File: src/rtl/dma_fifo_wr_arb_if.sv
// Signal bundle between the producer channels, the DMA FIFO write port and
// the write arbiter. The master modport is the environment side (producers
// and FIFO). The slave modport is the arbiter.
`ifndef DMA_DATA_WIDTH
`define DMA_DATA_WIDTH 32
`endif

interface dma_fifo_wr_arb_if #(
  parameter int NUM_REQ = 2,
  parameter int WIDTH   = `DMA_DATA_WIDTH,
  parameter int LEN_W   = 8
);
  logic                          clear_i;
  logic [NUM_REQ-1:0]            req_i;
  logic [NUM_REQ-1:0][LEN_W-1:0] len_i;
  logic [NUM_REQ-1:0]            valid_i;
  logic [NUM_REQ-1:0][WIDTH-1:0] data_i;
  logic [NUM_REQ-1:0]            ready_o;
  logic [NUM_REQ-1:0]            gnt_o;
  logic                          fifo_full_i;
  logic                          fifo_write_o;
  logic [WIDTH-1:0]              fifo_data_o;
  logic                          busy_o;

  modport master (
    output clear_i, req_i, len_i, valid_i, data_i, fifo_full_i,
    input  ready_o, gnt_o, fifo_write_o, fifo_data_o, busy_o
  );

  modport slave (
    input  clear_i, req_i, len_i, valid_i, data_i, fifo_full_i,
    output ready_o, gnt_o, fifo_write_o, fifo_data_o, busy_o
  );
endinterface

File: src/rtl/dma_fifo_wr_arb.sv
// Round-robin arbiter that gives one producer channel at a time ownership
// of a DMA FIFO write port for a whole burst of len+1 beats. A burst cannot
// be preempted. At least one idle arbitration cycle separates two bursts.
`ifndef DMA_DATA_WIDTH
`define DMA_DATA_WIDTH 32
`endif

module dma_fifo_wr_arb #(
  parameter int NUM_REQ = 2,
  parameter int WIDTH   = `DMA_DATA_WIDTH,
  parameter int LEN_W   = 8
) (
  input logic              clk,
  input logic              rst,
  dma_fifo_wr_arb_if.slave bus
);

  localparam int IDX_W = (NUM_REQ > 1) ? $clog2(NUM_REQ) : 1;
  localparam logic [IDX_W-1:0] LAST_IDX = IDX_W'(NUM_REQ - 1);

  if (NUM_REQ < 2) begin : g_num_req_too_small
    $error("dma_fifo_wr_arb: NUM_REQ must be at least 2");
  end
  if (NUM_REQ > 16) begin : g_num_req_too_large
    $error("dma_fifo_wr_arb: NUM_REQ must be at most 16");
  end

  typedef enum logic {
    IDLE  = 1'b0,
    BURST = 1'b1
  } state_e;

  state_e           state_q, state_d;
  logic [IDX_W-1:0] gnt_idx_q, gnt_idx_d;
  logic [IDX_W-1:0] last_gnt_q, last_gnt_d;
  logic [LEN_W-1:0] cnt_q, cnt_d;
  logic [IDX_W-1:0] pick_idx;
  logic [IDX_W-1:0] cand;
  logic             any_req;
  logic             beat_wr;

  // Round-robin search: the first requester after the last completed owner wins.
  always_comb begin
    pick_idx = '0;
    cand     = '0;
    any_req  = 1'b0;
    for (int i = 1; i <= NUM_REQ; i++) begin
      cand = IDX_W'((int'(last_gnt_q) + i) % NUM_REQ);
      if (!any_req && bus.req_i[cand]) begin
        any_req  = 1'b1;
        pick_idx = cand;
      end
    end
  end

  // State, owner, remaining-beat counter and round-robin pointer registers.
  always_ff @(posedge clk or posedge rst) begin
    if (rst) begin
      state_q    <= IDLE;
      gnt_idx_q  <= '0;
      cnt_q      <= '0;
      last_gnt_q <= LAST_IDX;
    end else begin
      state_q    <= state_d;
      gnt_idx_q  <= gnt_idx_d;
      cnt_q      <= cnt_d;
      last_gnt_q <= last_gnt_d;
    end
  end

  // Next-state and port steering. A clear overrides whatever the burst would do.
  always_comb begin
    state_d          = state_q;
    gnt_idx_d        = gnt_idx_q;
    cnt_d            = cnt_q;
    last_gnt_d       = last_gnt_q;
    beat_wr          = 1'b0;
    bus.gnt_o        = '0;
    bus.ready_o      = '0;
    bus.fifo_write_o = 1'b0;
    bus.fifo_data_o  = '0;
    bus.busy_o       = 1'b0;

    case (state_q)
      IDLE: begin
        if (any_req) begin
          gnt_idx_d = pick_idx;
          cnt_d     = bus.len_i[pick_idx];
          state_d   = BURST;
        end
      end
      BURST: begin
        beat_wr                = bus.valid_i[gnt_idx_q] & ~bus.fifo_full_i;
        bus.gnt_o[gnt_idx_q]   = 1'b1;
        bus.busy_o             = 1'b1;
        bus.ready_o[gnt_idx_q] = ~bus.fifo_full_i;
        bus.fifo_write_o       = beat_wr;
        bus.fifo_data_o        = bus.data_i[gnt_idx_q];
        if (beat_wr) begin
          if (cnt_q == '0) begin
            state_d    = IDLE;
            last_gnt_d = gnt_idx_q;
          end else begin
            cnt_d = cnt_q - LEN_W'(1);
          end
        end
      end
      default: begin
        state_d = IDLE;
      end
    endcase

    if (bus.clear_i) begin
      bus.ready_o      = '0;
      bus.fifo_write_o = 1'b0;
      state_d          = IDLE;
      cnt_d            = '0;
      last_gnt_d       = LAST_IDX;
    end
  end

endmodule

File: src/flat_wrapper.sv
// flat-port wrapper written by rule: the top's interface ports become plain ports
module dma_fifo_wr_arb_flat 
#(
  parameter int NUM_REQ = 2,
  parameter int WIDTH   = `DMA_DATA_WIDTH,
  parameter int LEN_W   = 8
)
  (clk, rst, bus_clear_i, bus_req_i, bus_len_i, bus_valid_i, bus_data_i, bus_fifo_full_i, bus_ready_o, bus_gnt_o, bus_fifo_write_o, bus_fifo_data_o, bus_busy_o);
  dma_fifo_wr_arb_if #(.NUM_REQ(NUM_REQ), .WIDTH(WIDTH), .LEN_W(LEN_W)) bus_i ();
  input logic clk;
  input logic rst;
  input wire logic [$bits(bus_i.clear_i)-1:0] bus_clear_i;
  input wire logic [$bits(bus_i.req_i)-1:0] bus_req_i;
  input wire logic [$bits(bus_i.len_i)-1:0] bus_len_i;
  input wire logic [$bits(bus_i.valid_i)-1:0] bus_valid_i;
  input wire logic [$bits(bus_i.data_i)-1:0] bus_data_i;
  input wire logic [$bits(bus_i.fifo_full_i)-1:0] bus_fifo_full_i;
  output wire logic [$bits(bus_i.ready_o)-1:0] bus_ready_o;
  output wire logic [$bits(bus_i.gnt_o)-1:0] bus_gnt_o;
  output wire logic [$bits(bus_i.fifo_write_o)-1:0] bus_fifo_write_o;
  output wire logic [$bits(bus_i.fifo_data_o)-1:0] bus_fifo_data_o;
  output wire logic [$bits(bus_i.busy_o)-1:0] bus_busy_o;
  assign bus_i.clear_i = bus_clear_i;
  assign bus_i.req_i = bus_req_i;
  assign bus_i.len_i = bus_len_i;
  assign bus_i.valid_i = bus_valid_i;
  assign bus_i.data_i = bus_data_i;
  assign bus_i.fifo_full_i = bus_fifo_full_i;
  assign bus_ready_o = bus_i.ready_o;
  assign bus_gnt_o = bus_i.gnt_o;
  assign bus_fifo_write_o = bus_i.fifo_write_o;
  assign bus_fifo_data_o = bus_i.fifo_data_o;
  assign bus_busy_o = bus_i.busy_o;
  dma_fifo_wr_arb #(.NUM_REQ(NUM_REQ), .WIDTH(WIDTH), .LEN_W(LEN_W)) u_core (.clk(clk), .rst(rst), .bus(bus_i));
endmodule
File: config.mk
export PLATFORM = sky130hd
export DESIGN_NAME = dma_fifo_wr_arb_flat
export DESIGN_NICKNAME = d
export VERILOG_FILES = /design/src/rtl/dma_fifo_wr_arb_if.sv /design/src/rtl/dma_fifo_wr_arb.sv /design/src/flat_wrapper.sv
export SDC_FILE = /design/constraint.sdc
export NUM_CORES = 1
export LEC_CHECK = 0
export CAP_MARGIN = 30
export CELL_PAD_IN_SITES_DETAIL_PLACEMENT = 0
export CELL_PAD_IN_SITES_GLOBAL_PLACEMENT = 1
export CORE_ASPECT_RATIO = 0.9
export CORE_UTILIZATION = 20
export CTS_BUF_LIST = sky130_fd_sc_hd__clkbuf_2 sky130_fd_sc_hd__clkbuf_4 sky130_fd_sc_hd__clkbuf_8
export DETAILED_ROUTE_END_ITERATION = 16
export PLACE_DENSITY_LB_ADDON = 0.1
export RECOVER_POWER = 25
export SYNTH_ARGS = -nofsm -noshare
export SYNTH_HDL_FRONTEND = slang
export SYNTH_SLANG_ARGS = --single-unit
File: constraint.sdc
create_clock -name clk -period 2.45 [get_ports clk]
set_input_delay 0.3675 -clock clk [delete_from_list [all_inputs] [get_ports clk]]
set_output_delay 0.3675 -clock clk [all_outputs]
set_load 0.01 [all_outputs]
* After elaboration in Yosys (flattened, before gate mapping)
Cells that the tools add are included.
Widths: inputs -> output; s select.
** Storage, ports and cells
- Register bits :: 11
- Latch bits :: 0
- Bits in writable memories :: 0
- Memory bits (read-only) :: 0
- Bits of input ports :: 88
- Output and inout port bits :: 38
- Memories :: 0
** Cells by class
- $add $sub $neg :: 3
- $mul :: 0
- Div/mod/pow operators :: 0
- Order comparisons :: 5
- Eq/ne operators :: 3
- Shift operators :: 0
- Multiplexer cells :: 37
- Bitwise gates (word level) :: 4
- Reduce and logical (&&, ||, !) cells :: 10
** Operators with widths (number)
- $mux 32 :: 3
- $mux 8 :: 6
- $mux 1 :: 22
- $pmux 8 s2 :: 1
- $logic_not 8->1 :: 1
- $lt 1x2->1 const B :: 4
- $sub 8x1->8 const B :: 1
- $mux 2 :: 3
- $ne 3x3->1 const B :: 2
- $reduce_and 3->1 :: 2
- $reduce_bool 2->1 :: 3
- $ne 3x2->1 const B :: 1
- $add 1x1->1 const B :: 2
- $and 2x2->2 :: 1
- $logic_and 1x1->1 :: 2
- $not 1->1 :: 2
- $pmux 1 s2 :: 1
- $reduce_and 2->1 :: 1
- $and 1x1->1 :: 1
- $demux 1 s1 :: 1
- $ge 1x1->1 const B :: 1
- $logic_not 1->1 :: 1

* Longest topological paths before layout
Gate-level depths: netlist (run 1).
- Depth after elaboration :: 12
- Mapped depth :: 7
- Depth with buffers taken out :: 6

* Worst setup path after synthesis (run 1)
Ideal clock, no wire load.
- Kind :: register -> register
- Start :: register u_core.cnt_q[0]
- End :: register u_core.cnt_q[4]
- Arrival time :: 1801 ps
- Slack :: 566 ps
- Stages on the path, launching flop included :: 8
- Path buffers :: 1
- Period minus slack after synthesis :: 1884 ps
- Cells stage by stage :: dfrtp_1 -> inv_1 -> ha_1 -> nor4b_2 -> a211o_1 -> buf_2 -> or4_1 -> a31oi_1
** Between the ends
- Cells in the longest elaborated chain, start to end :: 5
- Elaborated cells on any way between the ends :: 8
** RTL lines
- start: declaration :: line dma_fifo_wr_arb.sv:36 : logic [LEN_W-1:0] cnt_q, cnt_d;
- start signal: assignment :: line dma_fifo_wr_arb.sv:66 : cnt_q <= cnt_d;
- $sub 8x1->8 :: line dma_fifo_wr_arb.sv:104 : cnt_d = cnt_q - LEN_W'(1);
- $mux 8 :: line dma_fifo_wr_arb.sv:100 : if (cnt_q == '0) begin
- $mux 8 :: line dma_fifo_wr_arb.sv:99 : if (beat_wr) begin
- $pmux 8 s2 :: line dma_fifo_wr_arb.sv:84 : case (state_q)
- $mux 8 :: line dma_fifo_wr_arb.sv:113 : if (bus.clear_i) begin
Parallel ways exist; a longest one is shown, timed or not. The select of a mux whose other input is x is not followed.
A chain may end at the register's enable or synchronous reset.

* Worst setup path in the final report (run 1)
- Start :: register u_core.gnt_idx_q
- End :: output port bus_fifo_write_o
** Between the ends
- Cells in the longest elaborated chain, start to end :: 5
** RTL lines
- start: declaration :: line dma_fifo_wr_arb.sv:34 : logic [IDX_W-1:0] gnt_idx_q, gnt_idx_d;
- start signal: assignment :: line dma_fifo_wr_arb.sv:65 : gnt_idx_q <= gnt_idx_d;
- $mux 1 (implied by the code) (2 in series) :: line dma_fifo_wr_arb.sv:93 : beat_wr = bus.valid_i[gnt_idx_q] & ~bus.fifo_full_i;
- $and 1x1->1 :: line dma_fifo_wr_arb.sv:93
- $mux 1 :: line dma_fifo_wr_arb.sv:84
- $mux 1 :: line dma_fifo_wr_arb.sv:113
- end: declaration :: line flat_wrapper.sv:20 : output wire logic [$bits(bus_i.fifo_write_o)-1:0] bus_fifo_write_o;
No other way between the ends. The select of a mux whose other input is x is not followed.

==> metrics.csv, run 1 <==
metric;value;unit
run status;completed;
FMAX;443;MHz
Slew headroom;44.1;%
Yosys cell types;43;
register area share after synthesis;20.4;%
CTS tree;yes;
setup bufs post-CTS;0;
switching share of power;34.8;%
unrepaired setup endpoints after global routing;no;
Comb power frac;58.0;%
Pwr Density;379;nW/µm²
total track usage;15.3;%
Critical Path RT;2.08;ns
Design Area, Final;2790;µm²
top_reg_cell synth;dfrtp_1;
Crit Path Class;reg -> out;
mux cell area share after synthesis;29.8;%
Area Growth Syn to Fin;106;%
max-cap viol count;0;
final core utilization;42.6;%
Worst R2R Start;u_core.cnt_q[0];
CP arrival;1.89;ns
I/O pin count;126;
area share of fa/ha/maj cells after synthesis;1.85;%
Hold Path Origin;u_core.cnt_q[6];
post-DP HPWL;4420;µm
row count;28;
core area;6550;µm²
ys async rst share;100;%
most frequent cells in the layout;clkdlybuf4s50_1 (124), nor2_1 (39), mux2i_1 (37);
total power;1.06;mW
CTS Hold Bufs;0;
VDD IR-drop max;0.155;mV
reg2reg setup slack;0.34;ns
fillers;667;
fin. max-slew vios;0;
final WL;5600;µm
initial antenna violation count;0;
ANT nets after route;0;
clock share of power;19.3;%
Worst Setup Start Kind;register;
simple logic cell fraction of the synthesized area;23.7;%
area share of the largest cell type after synthesis;27.3;%
Area after DPL;2750;µm²
Die W;88.8;µm
Nets;388;
Final Non-Filler Cells;387;
Seq pwr share;22.8;%
Worst Path Max Fanout;11;
post-DR wirelength/cell;14.5;µm
initial DRC count;65;
Yosys warnings;0;
vias;1759;
Critical-path top delay cell;dfrtp_2;
Worst-Margin Slew;0.837;ns
Root Buffer;clkbuf_8;
Clk Latency, worst-skew pair;0.24;ns
placed cells;383;
Post-route DRC;0;
leak pwr;1.08;nW
Syn Inst Count;172;
first-pass GRT wire length;8320;µm
initial core utilization;20.7;%
Final Hold Fails;0;
post-route minimum period;2.26;ns
GRT overflow;0;
reg2reg path depth;7;
Num CTS Buffers;3;
DRT Pass-1 Iters;4;
IO buf count;125;
Hold Path End;u_core.cnt_q[6];
leading area contributor after synthesis;mux2i_1;
Final Cycle Share;92.2;%
crit-path cells;mux2i_1 -> nor3_1 -> clkdlybuf4s50_1;
xor and xnor area share after synthesis;0;%
ANT cells;0;
clock sink count;11;
FF-to-FF End;u_core.cnt_q[0];
Sum Neg Setup Slack;0;ns
hold depth;2;
Final setup viols;0;
Synth Net Count;262;
Switch Pwr;367;µW
Setup Skew;0.000652;ns
commonest non-fill, non-tap cell in the layout;clkdlybuf4s50_1;
Clk pin slew, worst setup/hold paths;0.05;ns
GPL Wtd Cong;0.741;
vias in the first global route;1596;
largest net degree at the start of global routing;42;
share of cells above drive strength 1;7.41;%
synthesized area;1360;µm²
die footprint;7110;µm²
Synth Register Bits;11;
post-CTS sizing;0;
critical path endpoint category;output pin;
Compound-Gate Fraction of Synth Area;18.3;%
largest cells by area after synthesis;mux2i_1 (27%), dfrtp_1 (18%), nor2_1 (11%);
number of H-tree levels;1;
Die Y;80.1;µm
largest family of logic cells by synthesized area;multiplexers;
Post-synth EDFFs;0;
Internal Pwr Total;688;µW
DR vias/cell;4.55;
clk buf depth;2;
Min-Delay Path Class;reg -> reg;
Synth Area per Inst;7.88;µm²
slowest stage delay, CP;0.58;ns
-- through the flow --
stage | hold WS [ns] | worst slack [ns]
after floorplan | 0.219 | 0.566
after global placement | 0.542 | 0.255
after detailed placement | 0.553 | 0.274
after CTS | 0.456 | 0.158
after global routing | 0.585 | 0.0959
final | 0.564 | 0.192
-- cell families after synthesis --
logic type      after synthesis
buf+inv                      20
simple gates                 69
compound gates               30
mux                          40
flops                        11
fa+ha+maj                     2
-- power groups by stage --
stage / combinational, mW / sequential, mW / clock, mW
final: 0.612 / 0.240 / 0.203
after global routing: 0.665 / 0.245 / 0.220
after CTS: 0.622 / 0.239 / 0.210
after detailed placement: 0.619 / 0.242 / 0
after global placement: 0.619 / 0.243 / 0
after floorplan: 0.304 / 0.226 / 0
-- final cells by class --
type	instances	area, µm²	area share, %
timing repair buffer	134	1330	47.6
multi-input combinational	141	995	35.7
tap	90	113	4.04
inverter	7	26.3	0.943
clock buffer	4	48.8	1.75
sequential	11	278	9.96
-- Yosys cell counts, types with 2 or more instances --
cell,n
nand3_1,4
a22oi_1,2
mux2i_1,37
inv_2,2
inv_1,5
clkbuf_1,4
nor3b_1,2
dfrtp_1,10
mux2_2,3
nand2_1,8
nand2b_1,2
or4_1,2
a32o_1,2
a211o_1,2
buf_2,4
nor3_1,6
a21oi_1,3
o22ai_1,4
ha_1,2
nor2_1,39
a32oi_1,3
buf_1,5
-- routing by layer --
metal / vias to the layer above / share of wire (%) / global-route usage (%)
li1: 879 / - / -
met1: 808 / 42 / 19.5
met2: 68 / 50 / 26.0
met3: 4 / 7.8 / 4.32
met4: 0 / 0.50 / 1.94
met5: - / 0 / 0
-- registers in the layout (all words and copies together), names as in the netlist --
signal and count:
u_core.gnt_idx_q 1, u_core.last_gnt_q 1, u_core.state_q 1, u_core.cnt_q 8
-- worst max-delay path: cells and delay by family (launching register included) --
family        cells  cell delay, ns
flops             1            0.58
mux               1            0.47
simple gates      1            0.10
buf+inv           1            0.50
-- worst max path at each step --
| stage | from | to | depth (start not counted) |
|---|---|---|---|
| after detailed placement | bus_req_i[1] | u_core.cnt_q[5] | 4 |
| after floorplan | u_core.cnt_q[0] | u_core.cnt_q[4] | 7 |
| final | u_core.gnt_idx_q | bus_fifo_write_o | 3 |
| after global routing | u_core.gnt_idx_q | bus_fifo_write_o | 3 |
| after CTS | u_core.gnt_idx_q | bus_fifo_write_o | 3 |
| after global placement | bus_req_i[1] | u_core.cnt_q[5] | 4 |
Note: power is estimated with default switching activity, not from simulation.
==> run 2: changes to the inputs <==
- ABC_CLOCK_PERIOD_IN_PS: default -> 2450
- CORE_MARGIN: default -> 4
==> run 2 against run 1 <==
Combinational power increased by 1%. Non-clock buffer count unchanged. Via count decreased by 1.5%. Design area increased by 0.45%. First-iteration DRC count increased by 42%. Core utilization about the same. Setup slack improved by 0.022 ns. Sequential share of layout area about the same. Critical path depth decreased by 1. Total power increased by 0.22%. Clock power about the same. Largest power group unchanged.
==> metrics.csv, run 2 (synthesis results as in run 1) <==
metric;value;unit;change
Pwr Density;378;nW/µm²;-0.23%
most frequent cells in the layout;clkdlybuf4s50_1 (124), nor2_1 (39), mux2i_1 (37);;
CTS tree;yes;;
Design Area, Final;2800;µm²;+0.45%
final WL;6150;µm;+9.9%
Worst-Margin Slew;0.622;ns;-0.215 ns
Die W;94.8;µm;+6.8%
reg2reg path depth;5;;-2
reg2reg setup slack;0.27;ns;-0.07 ns
IO buf count;125;;unchanged
Critical Path RT;2.08;ns;about the same
commonest non-fill, non-tap cell in the layout;clkdlybuf4s50_1;;
DR vias/cell;4.48;;-1.5%
post-DP HPWL;5050;µm;+14%
crit-path cells;clkbuf_1 -> clkdlybuf4s50_1;;
leak pwr;1.08;nW;+0.12%
Nets;388;;unchanged
FMAX;447;MHz;+0.97%
slowest stage delay, CP;0.66;ns;+0.08 ns
Slew headroom;58.6;%;+14 points
Setup Skew;0.00244;ns;+0.00178 ns
run status;completed;;
FF-to-FF End;u_core.cnt_q[5];;
Crit Path Class;reg -> out;;
initial DRC count;92;;+42%
clock sink count;11;;unchanged
Clk Latency, worst-skew pair;0.24;ns;about the same
row count;28;;unchanged
core area;6590;µm²;+0.53%
Area after DPL;2760;µm²;+0.46%
post-route minimum period;2.24;ns;-0.0217 ns
CP arrival;1.87;ns;-0.02 ns
unrepaired setup endpoints after global routing;no;;
DRT Pass-1 Iters;4;;unchanged
share of cells above drive strength 1;7.41;%;unchanged
Min-Delay Path Class;in -> async;;
initial core utilization;20.6;%;-0.11 points
clk buf depth;2;;unchanged
Top reg by flops;u_core.cnt_q;;
Worst Path Max Fanout;14;;+3
Final setup viols;0;;unchanged
Worst R2R Start;u_core.state_q;;
VDD IR-drop max;0.152;mV;-1.7%
GPL Wtd Cong;0.783;;+5.8%
Worst Setup Start Kind;register;;
GRT overflow;0;;unchanged
die footprint;8160;µm²;+15%
Clk pin slew, worst setup/hold paths;0.05;ns;about the same
initial antenna violation count;0;;unchanged
total track usage;15.1;%;-0.22 points
critical path endpoint category;output pin;;
ANT cells;0;;unchanged
Root Buffer;clkbuf_8;;
Area Growth Syn to Fin;107;%;
Final Cycle Share;91.3;%;-0.89 points
ANT nets after route;0;;unchanged
Post-route DRC;0;;unchanged
I/O pin count;126;;unchanged
first-pass GRT wire length;9730;µm;+17%
Num CTS Buffers;3;;unchanged
vias;1732;;-1.5%
CTS Hold Bufs;0;;unchanged
fin. max-slew vios;0;;unchanged
final hold slack;0.565;ns;+0.00101 ns
Die Y;86.1;µm;+7.5%
number of H-tree levels;1;;unchanged
setup bufs post-CTS;0;;unchanged
Final Hold Fails;0;;unchanged
Critical-path top delay cell;clkdlybuf4s50_1;;
post-CTS sizing;0;;unchanged
max reg flops;8;;unchanged
max-cap viol count;0;;unchanged
vias in the first global route;1924;;+21%
largest net degree at the start of global routing;26;;-38%
Sum Neg Setup Slack;0;ns;unchanged
post-DR wirelength/cell;15.9;µm;+9.9%
-- run 2: changes by cell type in the layout (fill, tap and decap cells not counted), sizes merged --
cell and delta:
buf -1, clkbuf +1
-- run 2: layout make-up --
cell class	count	area [µm²]
repair buffers	134	1340
inverters	7	26.3
well taps	90	113
fillers	693	3790
clock buffers	4	48.8
multi-input cells	141	998
flip-flops and latches	11	278
-- run 2: critical path: cells and delay by family, from the launching register on --
kind | cells | cell delay, ns
buffers and inverters | 2 | 1.18
DFF | 1 | 0.45
-- run 2: through the flow --
stage                     total power, mW  instances  setup WS [ns]  util (%)
after floorplan                     0.530        172          0.566         -
after global placement              0.868        383          0.274      41.9
after detailed placement            0.869        383          0.286      41.9
after CTS                            1.08        387          0.242      42.6
after global routing                 1.14        387         0.0905      42.5
final                                1.06        387          0.213      42.5
-- run 2: where the power goes --
| group | total [mW] | internal (mW) | switching [mW] | leakage, nW |
|---|---|---|---|---|
| Clock | 0.200 | 0.126 | 0.0740 | 0.0262 |
| Sequential | 0.240 | 0.203 | 0.0367 | 0.140 |
| Combinational | 0.618 | 0.361 | 0.256 | 0.917 |
| Total | 1.06 | 0.691 | 0.367 | 1.08 |
-- run 2: worst max path at each step --
stage | startpoint | end | cells after the start
2_1_floorplan | u_core.cnt_q[0] | u_core.cnt_q[4] | 7
3_3_place_gp | bus_clear_i | bus_ready_o[1] | 5
3_5_place_dp | bus_clear_i | bus_ready_o[1] | 5
4_1_cts | u_core.state_q | bus_fifo_data_o[13] | 4
5_1_grt | u_core.state_q | bus_busy_o | 2
6_report | u_core.state_q | bus_busy_o | 2
-- run 2: layer usage --
metal / vias up / GRT usage, % / share of wire, % / routed length, µm
li1: 879 / - / - / -
met1: 776 / 19.4 / 43 / 2640
met2: 70 / 24.6 / 48 / 2960
met3: 7 / 4.30 / 7.7 / 472
met4: 0 / 3.80 / 1.1 / 69
met5: - / 0 / 0 / 0
